## src/rtl/fifo_sync_cntrl.sv

```systemverilog
// fifo_sync_cntrl: pointer/flag controller for a single-clock FIFO built
// around an external memory with combinational read (show-ahead).
// Pointers carry one extra wrap bit so full and empty can be told apart.
// Optional sticky error flags are compiled in with FIFO_SYNC_CNTRL_ERR_EN;
// without it overflow/underflow read as 0 and err_clr is ignored.
module fifo_sync_cntrl #(
    parameter int ADDR_WIDTH   = 3,
    parameter int DATA_DEPTH   = 8,
    parameter int AFULL_THRESH = 6
) (
    input  logic                  wclk,
    input  logic                  wrst,
    input  logic                  winc,
    input  logic                  rinc,
    input  logic                  err_clr,
    output logic                  wclken,
    output logic [ADDR_WIDTH-1:0] waddr,
    output logic [ADDR_WIDTH-1:0] raddr,
    output logic                  wfull,
    output logic                  rempty,
    output logic                  almost_full,
    output logic [ADDR_WIDTH:0]   fill_count,
    output logic                  overflow,
    output logic                  underflow
);

    // The pointer arithmetic only works for a power-of-two depth.
    if (DATA_DEPTH != (1 << ADDR_WIDTH)) begin : g_depth_check
        $error("fifo_sync_cntrl: DATA_DEPTH must equal 2**ADDR_WIDTH");
    end

    logic [ADDR_WIDTH:0]   wptr_reg, wptr_next;
    logic [ADDR_WIDTH:0]   rptr_reg, rptr_next;
    logic [ADDR_WIDTH-1:0] lsb_match;
    logic                  push_ok;
    logic                  pop_ok;

    // Per-bit equality of the address portion of the two pointers.
    for (genvar gi = 0; gi < ADDR_WIDTH; gi++) begin : g_lsb_match
        assign lsb_match[gi] = wptr_reg[gi] ~^ rptr_reg[gi];
    end

    // Status flags come from the registered pointers only.
    assign rempty      = (wptr_reg == rptr_reg);
    assign wfull       = (wptr_reg[ADDR_WIDTH] != rptr_reg[ADDR_WIDTH]) && (&lsb_match);
    assign fill_count  = wptr_reg - rptr_reg;
    assign almost_full = (int'(fill_count) >= AFULL_THRESH);

    assign waddr   = wptr_reg[ADDR_WIDTH-1:0];
    assign raddr   = rptr_reg[ADDR_WIDTH-1:0];
    assign push_ok = winc & ~wfull;
    assign pop_ok  = rinc & ~rempty;
    assign wclken  = push_ok;

    // Advance each pointer only for an accepted request; wraps naturally.
    always_comb begin
        wptr_next = wptr_reg;
        rptr_next = rptr_reg;
        if (push_ok) begin
            wptr_next = wptr_reg + 1'b1;
        end
        if (pop_ok) begin
            rptr_next = rptr_reg + 1'b1;
        end
    end

    // Pointer registers; reset wins over any request in the same cycle.
    always_ff @(posedge wclk) begin
        if (wrst) begin
            wptr_reg <= '0;
            rptr_reg <= '0;
        end else begin
            wptr_reg <= wptr_next;
            rptr_reg <= rptr_next;
        end
    end

`ifdef FIFO_SYNC_CNTRL_ERR_EN
    logic overflow_reg, overflow_next;
    logic underflow_reg, underflow_next;

    // Sticky flags: a new error beats a same-cycle clear.
    always_comb begin
        overflow_next  = overflow_reg;
        underflow_next = underflow_reg;
        if (err_clr) begin
            overflow_next  = 1'b0;
            underflow_next = 1'b0;
        end
        if (winc && wfull) begin
            overflow_next = 1'b1;
        end
        if (rinc && rempty) begin
            underflow_next = 1'b1;
        end
    end

    // Error flag registers.
    always_ff @(posedge wclk) begin
        if (wrst) begin
            overflow_reg  <= 1'b0;
            underflow_reg <= 1'b0;
        end else begin
            overflow_reg  <= overflow_next;
            underflow_reg <= underflow_next;
        end
    end

    assign overflow  = overflow_reg;
    assign underflow = underflow_reg;
`else
    logic unused_err_clr;
    assign unused_err_clr = err_clr;
    assign overflow       = 1'b0;
    assign underflow      = 1'b0;
`endif

endmodule

```

## config.mk

```make
export PLATFORM = sky130hd
export DESIGN_NAME = fifo_sync_cntrl
export DESIGN_NICKNAME = d
export VERILOG_FILES = /design/src/rtl/fifo_sync_cntrl.sv
export SDC_FILE = /design/constraint.sdc
export NUM_CORES = 1
export LEC_CHECK = 0
export ABC_AREA = 0
export CORE_UTILIZATION = 45
export CTS_BUF_LIST = sky130_fd_sc_hd__clkbuf_4
export CTS_CLUSTER_DIAMETER = 50
export DETAILED_ROUTE_END_ITERATION = 8
export MAX_ROUTING_LAYER = met4
export PLACE_DENSITY = 0.78
export SLEW_MARGIN = 40
export SYNTH_ARGS = -nofsm -noshare
export SYNTH_HDL_FRONTEND = slang
export SYNTH_SLANG_ARGS = --single-unit
```

## constraint.sdc

```tcl
create_clock -name wclk -period 2.96 [get_ports wclk]
set_clock_uncertainty 0.05 [all_clocks]
set_input_delay 0.296 -clock wclk [delete_from_list [all_inputs] [get_ports wclk]]
set_output_delay 0.296 -clock wclk [all_outputs]
set_load 0.05 [all_outputs]
```

==> results of run 1 <==
-- cell usage after synthesis (all sizes together), types with 3 or more instances --
cell   instances
nor2          11
ha             5
dfxtp          8
inv            7
buf            9
nand2          3
nor2b          4
a21oi          6
mux2           6
-- final cells by class --
cell class / instances / area [um2] / area share, %
Clock buffer: 3 / 22.52 / 2.835
Multi-Input combinational cell: 54 / 396.6 / 49.92
Tap cell: 15 / 18.77 / 2.362
Sequential cell: 8 / 160.2 / 20.16
Timing Repair Buffer: 17 / 170.2 / 21.42
Inverter: 7 / 26.28 / 3.307
-- power groups by stage --
stage                     clock [W]  sequential, W  combinational (W)
after floorplan                   0       0.000125           0.000228
after global routing      0.0000915       0.000127           0.000315
after CTS                 0.0000884       0.000126           0.000299
after detailed placement          0       0.000128           0.000298
final                     0.0000839       0.000126           0.000298
after global placement            0       0.000128           0.000295
-- stage by stage --
step / hold slack (ps) / cell area (um2) / instances / util, % / worst slack [ps]
after floorplan: 424.0 / 651.9 / 79 / - / 79.53
after global placement: 514.4 / 772.0 / 101 / 58.59 / 419.5
after detailed placement: 527.7 / 772.0 / 101 / 58.59 / 406.7
after CTS: 540.4 / 794.5 / 104 / 60.30 / 124.2
after global routing: 567.3 / 794.5 / 104 / 60.30 / 40.74
final: 534.4 / 794.5 / 104 / 60.30 / 135.4
-- worst max-delay path by stage --
stage	to	cells after the start
after floorplan	almost_full	6
after global placement	almost_full	7
after detailed placement	almost_full	7
after CTS	almost_full	7
after global routing	almost_full	7
final	almost_full	7
-- kinds of logic after synthesis --
kind of cell,after synthesis
AO/OA/AOI/OAI,13
buffers and inverters,17
multiplexers,6
AND/OR/NAND/NOR,24
adder cells (fa/ha/maj),6
other,1
XOR/XNOR,3
flip-flops,8
-- layer usage --
| metal | vias up | part of all wire, % | global-route usage [%] |
|---|---|---|---|
| li1 | 276 | - | - |
| met1 | 244 | 46 | 19.05 |
| met2 | 17 | 46 | 25.81 |
| met3 | 2 | 6.5 | 8.333 |
| met4 | 0 | 1.0 | 5.172 |
| met5 | - | 0 | - |
-- worst max-delay path: stages, from the launching register on --
cell             delay, ps
dfxtp_1                400
inv_1                   90
ha_1                   220
fa_1                   380
xnor2_1                190
nand2_1                 70
o21ai_0                 60
clkdlybuf4s50_1        820
==> key figures, run 1 <==
Critical path
  – CP endpoint kind: output pin
  – Reg2Reg Depth: 5
  – Startpoint class of the critical path: flip-flop
  – Critical Path AT: 2480 ps
  – Setup slack, reg-to-reg: 1100 ps
  – Setup CP Type: reg2out
  – Worst r2r src: rptr_reg[1]
  – FF-to-FF End: rptr_reg[0]
  – Crit path from: wptr_reg[0]
  – Critical path fanouts, max: 5
  – CP required: 2610 ps

Routing
  – Pre-antenna DRT Iters: 4
  – Routed WL per cell: 11.54 um
  – DRT Wirelength: 1200 um
  – Routed vias/inst: 5.183
  – Via count: 539
  – Routed Antenna Nets: 0
  – Drt drc: 0
  – DRT iter0 DRCs: 2

Finish
  – Commonest non-fill, non-tap cell in the layout: clkdlybuf4s50_1
  – Nets: 102
  – Antenna cell count: 0
  – Area Growth Syn to Fin: 22.59%
  – Most frequent cells in the layout: 17 x clkdlybuf4s50_1, 11 x nor2_1, 8 x dfxtp_1
  – Fillcell total: 132
  – Share of layout cells above drive strength 1: 10.11%

Timing
  – Fmax: 354.0 MHz
  – Total negative slack: 0 ps
  – RSZ-0062 raised after global routing: false
  – Crit share post-route: 95.43%
  – Period minus WS final: 2825 ps
  – Worst slew pin tran: 497.8 ps
  – Slew Limit Fails: 0
  – Final count of hold timing violations: 0
  – Headroom to the max-slew limit: 66.71%
  – Setup violators final: 0

Global route
  – First-pass GRT wire length: 1662 um
  – Initial antenna violation count: 0
  – GRT overflow: 0
  – All-Layer GR Usage: 16.83%
  – Largest net degree at the start of global routing: 16
  – Vias in the first global route: 411

Floorplanning
  – Die X: 39.95 um
  – Row count: 13
  – I/O pin count: 21
  – Initial Utilization: 49.19%
  – Die Span Y: 39.95 um
  – Die Area: 0.001596 mm2
  – Total core area: 0.001318 mm2

Clock tree
  – Worst-path clk slew: 60 ps
  – # resized after CTS: 0
  – Cts bufs inserted: 3
  – CTS tree: yes
  – Clk_lat worst skew: 260 ps
  – CTS Sinks: 8
  – Clock Path Buffers: 2
  – Root buffer cell: clkbuf_4
  – H-tree depth reported by CTS: 1
  – Setup Buffers After CTS: 0
  – Hold_buf cts: 0

Outcome
  – Status: complete, no violations

Yosys
  – Top post-synthesis cells by area: dfxtp_1 25%, ha_1 9.7%, buf_4 9.3%
  – Synth Area in Simple Gates: 17.76%
  – Number of synthesized register bits: 8
  – Post-synthesis compound-gate area fraction: 13.32%
  – Post-Synth Adder-Cell Area: 12.74%
  – Distinct cells, synth: 26
  – Most used DFF post-synth: dfxtp_1
  – EDFF count, synth: 0
  – Synthesized area per cell: 8.309 um2
  – Post-Synth XOR/XNOR Area: 5.212%
  – Leading area contributor after synthesis: dfxtp_1
  – Synth Instances: 78
  – Post-synth ARST share: 0%
  – Mux contribution to synthesized area: 11.00%
  – Warnings from Yosys: 0
  – Main combinational cell family by area after synthesis: simple AND/OR/NAND/NOR gates
  – Synth top area share: 24.71%
  – Register area share after synthesis: 24.71%
  – Mapped Area: 648.1 um2

Pwr
  – Clock share of power: 16.5%
  – Flop pwr share: 24.8%
  – Tot Pwr: 0.0005084 W
  – Int Power: 0.0002603 W
  – Gate power share: 58.7%
  – Lkg Pwr: 0.3480 nW
  – VDD IR-drop max: 0.3632 mV
  – Switching share of power: 48.81%
  – Net switching power: 0.0002482 W
  – PwrDens: 639.9 mW/mm2

Hold path
  – Hold Crit Endpoint: rptr_reg[2]
  – Hold Path Depth: 2
  – Worst hold path type: reg2reg
  – Min-delay src: rptr_reg[2]

Place
  – Port Buffers: 17
  – GP Congestion: 0.8094
  – Dpl hpwl: 936.1 um

Job
  – Max_cap viols: 0
Note: power is estimated with default switching activity, not from simulation.
==> inputs of run 2 (changes only) <==
--- a/config.mk
+++ b/config.mk
@@ -11,7 +11,7 @@
 export CTS_CLUSTER_DIAMETER = 50
 export DETAILED_ROUTE_END_ITERATION = 8
 export MAX_ROUTING_LAYER = met4
-export PLACE_DENSITY = 0.78
+export PLACE_DENSITY = 0.75
 export SLEW_MARGIN = 40
 export SYNTH_ARGS = -nofsm -noshare
 export SYNTH_HDL_FRONTEND = slang
==> run 2 against run 1 <==
Sequential share of layout area stayed put. Critical path depth stayed put. Total power is 0.17% higher. Global-route usage is 2.1 points higher. Critical path type unchanged.
==> key figures, run 2 (synthesis gave the netlist of run 1 again) <==
Clock tree
  – CTS tree: yes (unchanged)
  – Cts bufs inserted: 3 (unchanged)
  – Hold_buf cts: 0 (unchanged)
  – Root buffer cell: clkbuf_4 (unchanged)
  – Clk_lat worst skew: 260 ps (about the same)
  – H-tree depth reported by CTS: 1 (unchanged)
  – # resized after CTS: 0 (unchanged)
  – Setup Buffers After CTS: 0 (unchanged)
  – Worst-path clk slew: 50 ps (was 60 ps)
  – CTS Sinks: 8 (unchanged)
  – Clock Path Buffers: 2 (unchanged)

Place
  – DP Worst Slack: 421.2 ps (was 406.7 ps)
  – Port Buffers: 17 (unchanged)
  – GP Congestion: 0.8338 (was 0.8094)
  – Dpl hpwl: 917 um (was 936.1 um)

Timing
  – Setup violators final: 0 (unchanged)
  – Slew Limit Fails: 0 (unchanged)
  – Headroom to the max-slew limit: 66.49% (was 66.71%)
  – Final count of hold timing violations: 0 (unchanged)
  – Fmax: 354.8 MHz (was 354.0 MHz)
  – Worst slew pin tran: 501.0 ps (was 497.8 ps)
  – Fin worst setup slack: 141.6 ps (was 135.4 ps)
  – Total negative slack: 0 ps (unchanged)
  – RSZ-0062 raised after global routing: false (unchanged)
  – Period minus WS final: 2818 ps (was 2825 ps)
  – Crit share post-route: 95.22% (was 95.43%)

Routing
  – Drt drc: 0 (unchanged)
  – Via count: 531 (was 539)
  – Pre-antenna DRT Iters: 3 (was 4)
  – DRT iter0 DRCs: 7 (was 2)
  – Top sig layer: met4 (unchanged)
  – DR WL met2: 530 um (was 554 um)
  – DRT Wirelength: 1177 um (was 1200 um)
  – WL met3: 66 um (was 78 um)
  – Routed vias/inst: 5.106 (was 5.183)
  – Routed WL per cell: 11.32 um (was 11.54 um)
  – Wl on met1: 557 um (was 553 um)
  – Routed Antenna Nets: 0 (unchanged)

Outcome
  – Status: complete, no violations (unchanged)

Finish
  – Nets: 102 (unchanged)
  – Area Growth Syn to Fin: 22.59% (unchanged)
  – Fillcell total: 122 (was 132)
  – Commonest non-fill, non-tap cell in the layout: clkdlybuf4s50_1 (unchanged)
  – Most frequent cells in the layout: 17 x clkdlybuf4s50_1, 11 x nor2_1, 8 x dfxtp_1 (unchanged)
  – Antenna cell count: 0 (unchanged)
  – Share of layout cells above drive strength 1: 10.11% (unchanged)

Global route
  – All-Layer GR Usage: 18.88% (was 16.83%)
  – Vias in the first global route: 437 (was 411)
  – GRT overflow: 0 (unchanged)
  – Largest net degree at the start of global routing: 16 (unchanged)
  – Initial antenna violation count: 0 (unchanged)
  – First-pass GRT wire length: 1835 um (was 1662 um)

Critical path
  – Critical path fanouts, max: 5 (unchanged)
  – CP endpoint kind: output pin (unchanged)
  – Reg2Reg Depth: 5 (unchanged)
  – Critical Path AT: 2470 ps (was 2480 ps)
  – Startpoint class of the critical path: flip-flop (unchanged)
  – CP required: 2610 ps (about the same)
  – Setup CP Type: reg2out (unchanged)

Floorplanning
  – I/O pin count: 21 (unchanged)
  – Initial Utilization: 49.19% (unchanged)
  – Row count: 13 (unchanged)
  – Total core area: 0.001318 mm2 (unchanged)
  – Die Area: 0.001596 mm2 (unchanged)
  – Die Span Y: 39.95 um (unchanged)
  – Die X: 39.95 um (unchanged)

Pwr
  – Lkg Pwr: 0.3480 nW (unchanged)
  – PwrDens: 641.0 mW/mm2 (was 639.9 mW/mm2)
  – VDD IR-drop max: 0.3599 mV (was 0.3632 mV)

Hold path
  – Worst hold path type: reg2reg (unchanged)
  – Hold Path Depth: 2 (unchanged)

Job
  – Max_cap viols: 0 (unchanged)
==> run 2: cell counts in the layout (fill, tap and decap cells not counted) <==
No cell type changed its count.
==> run 2: final timing paths <==
| path | startpoint | endpoint | slack [ps] |
|---|---|---|---|
| hold reg to reg | rptr_reg[2] | rptr_reg[2] | 540 |
| setup reg to reg | rptr_reg[1] | rptr_reg[0] | 1110 |
| hold / removal | rptr_reg[2] | rptr_reg[2] | 540 |
| setup / recovery | wptr_reg[0] | almost_full | 140 |
==> run 2: area by class of cell <==
class	instances	area (um2)	area share (%)
Clock buffer	3	22.52	2.835
Inverter	7	26.28	3.307
Multi-Input combinational cell	54	396.6	49.92
Sequential cell	8	160.2	20.16
Tap cell	15	18.77	2.362
Timing Repair Buffer	17	170.2	21.42
==> run 2: power by group <==
part           total (W)  switching, W  internal (W)  leakage (nW)
combinational   0.000298      0.000200     0.0000979         0.269
sequential      0.000126     0.0000105      0.000115        0.0651
clock          0.0000859     0.0000394     0.0000465        0.0138
==> run 2: metrics by stage <==
step,util (%),instance area (um2),hold slack [ps],total power (W),std cells
finish,60.30,794.5,536.8,0.0005093,104
global route,60.30,794.5,580.6,0.0005389,104
CTS,60.30,794.5,540.5,0.0005137,104
detailed placement,58.59,772.0,526.5,0.0004248,101
global placement,58.59,772.0,514.1,0.0004226,101
floorplan,-,651.9,424.0,0.0003536,79
==> run 2: metal layers <==
layer  GRT usage [%]  vias up
met5               -        -
met4           10.34        0
met3           8.333        5
met2           28.23       14
li1                -      275
met1           20.82      237
==> run 2: critical path, stage by stage (launching register included) <==
cell             delay (ps)
dfxtp_1                 400
inv_1                    90
ha_1                    220
fa_1                    380
xnor2_1                 180
nand2_1                  70
o21ai_0                  60
clkdlybuf4s50_1         810
